<file path="src/rtl/fft_reader_pkg.sv">
// Shared types and helpers for the FFT result-RAM reader.
package fft_reader_pkg;

  typedef enum logic [2:0] {
    StIdle,
    StArmed,
    StSettle,
    StStream,
    StDrain
  } rd_state_e;

  localparam int unsigned DefNPoints   = 16;
  localparam int unsigned DefDataW     = 32;
  localparam int unsigned DefSettleCyc = 2;
  localparam int unsigned DefFifoDepth = 2;
  localparam int unsigned MaxAddrW     = 16;

  // Reverses the low w bits of v; bits at and above w come back as zero.
  function automatic logic [MaxAddrW-1:0] bitrev(input logic [MaxAddrW-1:0] v,
                                                 input int unsigned w);
    logic [MaxAddrW-1:0] r;
    r = {<<{v}};
    return r >> (MaxAddrW - w);
  endfunction

endpackage

</file>
<file path="src/rtl/fft_rd_fifo.sv">
// Small output buffer for the result reader; the entry carries the data word plus its last flag.
module fft_rd_fifo #(
  parameter int unsigned DEPTH = 2,
  parameter int unsigned WIDTH = 33
) (
  input  logic                     clk_i,
  input  logic                     rst_i,
  input  logic                     flush_i,
  input  logic                     wr_i,
  input  logic [WIDTH-1:0]         wdata_i,
  input  logic                     rd_i,
  output logic [WIDTH-1:0]         rdata_o,
  output logic                     empty_o,
  output logic [$clog2(DEPTH):0]   count_o
);

  localparam int unsigned PtrW = $clog2(DEPTH);

  logic [WIDTH-1:0] mem_q [DEPTH];
  logic [PtrW-1:0]  wr_ptr_q, rd_ptr_q;
  logic [PtrW:0]    cnt_q, cnt_d;
  logic             full, do_wr, do_rd;

  assign empty_o = (cnt_q == '0);
  assign full    = (cnt_q == (PtrW+1)'(DEPTH));
  assign do_rd   = rd_i & ~empty_o;
  assign do_wr   = wr_i & (~full | do_rd);
  assign rdata_o = mem_q[rd_ptr_q];
  assign count_o = cnt_q;

  always_comb begin
    cnt_d = cnt_q;
    unique case ({do_wr, do_rd})
      2'b10:   cnt_d = cnt_q + (PtrW+1)'(1);
      2'b01:   cnt_d = cnt_q - (PtrW+1)'(1);
      default: cnt_d = cnt_q;
    endcase
  end

  always_ff @(posedge clk_i or posedge rst_i) begin
    if (rst_i) begin
      wr_ptr_q <= '0;
      rd_ptr_q <= '0;
      cnt_q    <= '0;
    end else if (flush_i) begin
      wr_ptr_q <= '0;
      rd_ptr_q <= '0;
      cnt_q    <= '0;
    end else begin
      if (do_wr) wr_ptr_q <= wr_ptr_q + PtrW'(1);
      if (do_rd) rd_ptr_q <= rd_ptr_q + PtrW'(1);
      cnt_q <= cnt_d;
    end
  end

  // Storage needs no reset: the head is only observed while the FIFO is non-empty.
  always_ff @(posedge clk_i) begin
    if (do_wr) mem_q[wr_ptr_q] <= wdata_i;
  end

endmodule

</file>
<file path="src/rtl/fft_result_reader.sv">
// Streams a finished FFT result RAM to a valid/ready sink while holding the core in READ_RAM.
// SETTLE_CYC must be at least 1.
module fft_result_reader
  import fft_reader_pkg::*;
#(
  parameter int unsigned N_POINTS   = DefNPoints,
  parameter int unsigned DATA_W     = DefDataW,
  parameter int unsigned ADDR_W     = $clog2(N_POINTS),
  parameter bit          BIT_REV    = 1'b1,
  parameter int unsigned SETTLE_CYC = DefSettleCyc,
  parameter int unsigned FIFO_DEPTH = DefFifoDepth
) (
  input  logic              clk_i,
  input  logic              rst_i,
  input  logic              done_i,
  input  logic              fetch_i,
  input  logic              abort_i,
  output logic              read_ram_o,
  output logic              ram_rd_o,
  output logic [ADDR_W-1:0] ram_addr_o,
  input  logic [DATA_W-1:0] ram_rdata_i,
  output logic              m_valid_o,
  input  logic              m_ready_i,
  output logic [DATA_W-1:0] m_data_o,
  output logic              m_last_o,
  output logic              busy_o,
  output logic              err_o
);

  localparam int unsigned IdxW = ADDR_W + 1;
  localparam int unsigned SetW = $clog2(SETTLE_CYC + 1);
  localparam int unsigned CntW = $clog2(FIFO_DEPTH) + 1;

  rd_state_e         state_q, state_d;
  logic [IdxW-1:0]   idx_q, idx_d;
  logic [SetW-1:0]   settle_q, settle_d;
  logic              read_ram_q, read_ram_d;
  logic              inflight_q, inflight_last_q, err_q;
  logic              issue, pop, flush, last_issue, fifo_empty;
  logic [CntW-1:0]   fifo_cnt;
  logic [CntW:0]     credit_used;
  logic [DATA_W:0]   fifo_head;
  logic [ADDR_W-1:0] nat_addr;

  assign pop        = ~fifo_empty & m_ready_i;
  assign flush      = abort_i & (state_q != StIdle);
  assign last_issue = (idx_q == IdxW'(N_POINTS - 1));
  // A beat leaving this cycle frees its slot, which keeps one read per cycle under full ready.
  assign credit_used = {1'b0, fifo_cnt} + (CntW+1)'(inflight_q) - (CntW+1)'(pop);

  always_comb begin
    state_d  = state_q;
    idx_d    = idx_q;
    settle_d = settle_q;
    issue    = 1'b0;
    unique case (state_q)
      StIdle: begin
        idx_d = '0;
        if (done_i) state_d = StArmed;
      end
      StArmed: begin
        settle_d = '0;
        if (fetch_i) state_d = StSettle;
      end
      StSettle: begin
        if (settle_q == SetW'(SETTLE_CYC - 1)) state_d = StStream;
        else settle_d = settle_q + SetW'(1);
      end
      StStream: begin
        if ((idx_q < IdxW'(N_POINTS)) && (credit_used < (CntW+1)'(FIFO_DEPTH))) begin
          issue = 1'b1;
          idx_d = idx_q + IdxW'(1);
          if (last_issue) state_d = StDrain;
        end
      end
      StDrain: begin
        if (pop & fifo_head[DATA_W]) state_d = StIdle;
      end
      default: state_d = StIdle;
    endcase
    if (flush) begin
      state_d = StIdle;
      idx_d   = '0;
      issue   = 1'b0;
    end
  end

  assign read_ram_d = (state_d == StSettle) || (state_d == StStream) || (state_d == StDrain);

  always_ff @(posedge clk_i or posedge rst_i) begin
    if (rst_i) begin
      state_q         <= StIdle;
      idx_q           <= '0;
      settle_q        <= '0;
      read_ram_q      <= 1'b0;
      inflight_q      <= 1'b0;
      inflight_last_q <= 1'b0;
      err_q           <= 1'b0;
    end else begin
      state_q         <= state_d;
      idx_q           <= idx_d;
      settle_q        <= settle_d;
      read_ram_q      <= read_ram_d;
      inflight_q      <= issue;
      inflight_last_q <= issue & last_issue;
      if (done_i && (state_q != StIdle)) err_q <= 1'b1;
    end
  end

  fft_rd_fifo #(
    .DEPTH (FIFO_DEPTH),
    .WIDTH (DATA_W + 1)
  ) u_fifo (
    .clk_i   (clk_i),
    .rst_i   (rst_i),
    .flush_i (flush),
    .wr_i    (inflight_q),
    .wdata_i ({inflight_last_q, ram_rdata_i}),
    .rd_i    (m_ready_i),
    .rdata_o (fifo_head),
    .empty_o (fifo_empty),
    .count_o (fifo_cnt)
  );

  assign nat_addr   = idx_q[ADDR_W-1:0];
  assign ram_addr_o = BIT_REV ? ADDR_W'(bitrev(MaxAddrW'(nat_addr), ADDR_W)) : nat_addr;
  assign ram_rd_o   = issue;
  assign read_ram_o = read_ram_q;
  assign m_valid_o  = ~fifo_empty;
  assign m_data_o   = m_valid_o ? fifo_head[DATA_W-1:0] : '0;
  assign m_last_o   = m_valid_o & fifo_head[DATA_W];
  assign busy_o     = (state_q != StIdle);
  assign err_o      = err_q;

endmodule

</file>
<file path="config.mk">
export PLATFORM = sky130hd
export DESIGN_NAME = fft_result_reader
export DESIGN_NICKNAME = d
export VERILOG_FILES = /design/src/rtl/fft_reader_pkg.sv /design/src/rtl/fft_rd_fifo.sv /design/src/rtl/fft_result_reader.sv
export SDC_FILE = /design/constraint.sdc
export NUM_CORES = 1
export LEC_CHECK = 0
export ABC_AREA = 1
export CAP_MARGIN = 25
export CORE_MARGIN = 3
export CORE_UTILIZATION = 45
export DETAILED_ROUTE_END_ITERATION = 10
export MAX_ROUTING_LAYER = met4
export PLACE_DENSITY = 0.75
export RECOVER_POWER = 100
export SLEW_MARGIN = 0
export SYNTH_ARGS = -nofsm -noshare
export SYNTH_HDL_FRONTEND = slang
export SYNTH_SLANG_ARGS = --single-unit
</file>
<file path="constraint.sdc">
create_clock -name clk_i -period 2.74 [get_ports clk_i]
set_input_delay 0.274 -clock clk_i [delete_from_list [all_inputs] [get_ports clk_i]]
set_output_delay 0.274 -clock clk_i [all_outputs]
set_load 0.1 [all_outputs]
</file>
==> run metrics, run 1 <==
CTS root buf=clkbuf_8; first-pass GRT wire length=12620 um; asr flop ratio synth=21.43%; simple-gate area share of the yosys netlist=19.53%; Synth Area in Compound Gates=6.706%; CTS H-Tree Depth=3; Fillers=560; worst setup path end=ram_rd_o; sequential area share after synthesis=67.55%; I/O Buffers=79; Startpoint Class=register; most common cell in the netlist=nand2_1; synthesized area=3601 sq um; Main synth FF type=edfxtp_1; initial antenna violation count=0; Synthesized Nets=370; main combinational cell family by area after synthesis=simple AND/OR/NAND/NOR gates; pins over their slew limit=0; worst-margin pin slew=1166 ps; Cells after Synth=328; vias=2629; Final HPWL DP=5119 um; gr ovfl total=0; largest net degree at the start of global routing=35; worst reg2reg path startpoint=u_fifo.count_o[1]; Synth cell types=27; clk slew on worst S/H paths=80 ps; final net count=453; CTS sink cnt=84; critical path arrival=2350 ps; Remaining DRCs=0; cell area after layout=4987 sq um; post-route clock skew=8.150 ps; DP Area=4838 sq um; Cell Rows=31; Post-synth EDFFs=66; status=finished clean; Max Freq=380.7 MHz; area leader, netlist=edfxtp_1; Reg2Reg Depth=5; core area=7486 sq um; vias in the first global route=2596; Ports=80; Detailed Routing Iterations Pass 1=4; final hold violations=0; GRT Util Overall=18.70%; share of cells above drive strength 1=17.35%; DIE AREA=9112 sq um; flops & latches, synth=84; Final setup viols=0; Critical Path RT=2470 ps; chip width=95.46 um; crit path launch=u_fifo.count_o[0]; Initial Utilization=48.10%; Area contributors post-synth=edfxtp_1, dfrtp_1, nand2_1, a21oi_1, nand3_1; fin crit period=2627 ps; post-route ant nets=0; Synth top area share=55.04%; synth warn=0; Worst Setup Path Type=register to primary output; Die Y=95.46 um; mux cell area share after synthesis=0%; MaxCap Viol Count=0; Final Routed Wirelength=7758 um; relative slew slack=22.59%; post-DR vias/cell=5.105; initial DRC count=139; CP Max Fanout=4; r2r endpoint=u_fifo.mem_q[1][7]; period utilization=95.86%; hold buffer count at CTS=0; CTS tree=built; clk_lat worst skew=340 ps; syn_area_per_cell=10.98 sq um; drt wl/cell=15.06 um; adder-cell share of the synthesized area=1.598%; synth-to-layout area growth=38.50%; R2R setup slack=480 ps; Synth top cells by count=nand2_1, edfxtp_1, a21oi_1; number of buffers created by CTS=9; Hold WC Path Type=register to register; WHS Path Cells=0; routability cong.=0.8539; Max clock buf depth=2; xor and xnor fraction of the mapped netlist area=0%; Crit. End Element=primary output
## final cells by class
class	count	area [sq um]	area share, %
flip-flops and latches	84	2434	48.80
repair buffers	87	1140	22.85
multi-input cells	207	1022	20.50
clock buffers	11	131.4	2.634
well taps	99	123.9	2.484
inverters	22	82.58	1.656
clock inverters	4	51.30	1.029
diodes	1	2.502	0.05018
## how the worst min path moves through the flow
stage | from | end | slack (ps)
after floorplan | rst_i | err_o | 210
after CTS | rst_i | settle_q[0] | 340
after global placement | inflight_last_q | u_fifo.mem_q[0][32] | 440
after detailed placement | inflight_last_q | u_fifo.mem_q[1][32] | 450
after global routing | inflight_last_q | u_fifo.mem_q[1][32] | 490
final | inflight_last_q | u_fifo.mem_q[1][32] | 470
## placed cells by master, fill, tap and decap left out, types with 2 or more instances in the layout
master / synthesis / routed
a21oi_1: 38 / 38
nand4_1: 8 / 8
nand3_1: 15 / 16
o21ai_0: 3 / 3
nor2_4: 3 / 6
clkbuf_8: 0 / 9
dfrtp_1: 18 / 17
buf_12: 0 / 34
nand2_2: 2 / 2
nand2_1: 103 / 103
inv_1: 18 / 20
clkdlybuf4s50_1: 0 / 4
ha_1: 3 / 3
clkbuf_2: 0 / 2
edfxtp_1: 66 / 66
nor3b_1: 2 / 2
nor2_1: 16 / 14
dlygate4sd3_1: 0 / 33
buf_4: 5 / 7
inv_2: 4 / 2
clkbuf_1: 3 / 9
o21ai_1: 1 / 2
nand3_2: 3 / 2
## critical path: stages, from the launching register on
cell     delay, ps
dfrtp_2        420
buf_4          160
nor2_4         110
nor2_2          60
nand2_1         70
inv_1           50
fa_1           500
nand2_1        100
nor2_4         110
nand2_2         80
nor2_4         160
buf_12         190
## per-layer routing
metal	vias up	GRT usage [%]	share of wire, %
met5	-	-	0
met4	0	6.635	1.5
met3	13	2.762	5.3
met2	77	29.97	50
met1	1259	24.47	44
li1	1280	-	-
## cells by family (layout without fill, tap and decap cells)
family | Yosys count | after routing
AOI/OAI and AO/OA | 46 | 46
adders and majority gates | 4 | 4
buffers and inverters | 37 | 124
DFF | 84 | 84
other | 0 | 1
and+or+nand+nor | 157 | 157
## registers in the layout (all words and copies together) (netlist names), 2 cells and up
name and flops:
u_fifo.mem_q 66, idx_q 5, state_q 3, settle_q 2, u_fifo.count_o 2
## timing repair
item	4_1_cts	5_1_grt
pin swaps	0	2
endpoints found under the setup margin	1	1
buffers inserted	1	2
gates resized for setup	1	4
## stage by stage
| step | setup TNS (ps) | std cells | hold slack (ps) | setup WS [ps] | util (%) |
|---|---|---|---|---|---|
| floorplan | 0 | 328 | 212.6 | 10.77 | - |
| global placement | 0 | 496 | 437.8 | 183.0 | 64.63 |
| detailed placement | 0 | 496 | 450.7 | 151.6 | 64.63 |
| CTS | 0 | 512 | 344.5 | 7.955 | 67.19 |
| global route | -4.421 | 514 | 488.6 | -4.421 | 66.59 |
| finish | 0 | 515 | 471.2 | 113.3 | 66.62 |
Power of run 1 is not shown: default switching activity piles up to over one toggle a cycle in this logic, so the estimate is an artifact.
==> run 2, diff against run 1 <==
--- a/config.mk
+++ b/config.mk
@@ -17,3 +17,4 @@
 export SYNTH_ARGS = -nofsm -noshare
 export SYNTH_HDL_FRONTEND = slang
 export SYNTH_SLANG_ARGS = --single-unit
+export TNS_END_PERCENT = 30
==> results of run 2 <==
The final DEF is identical to that of run 1; final timing and power are the same.
Power of run 2 is left out for the same reason.
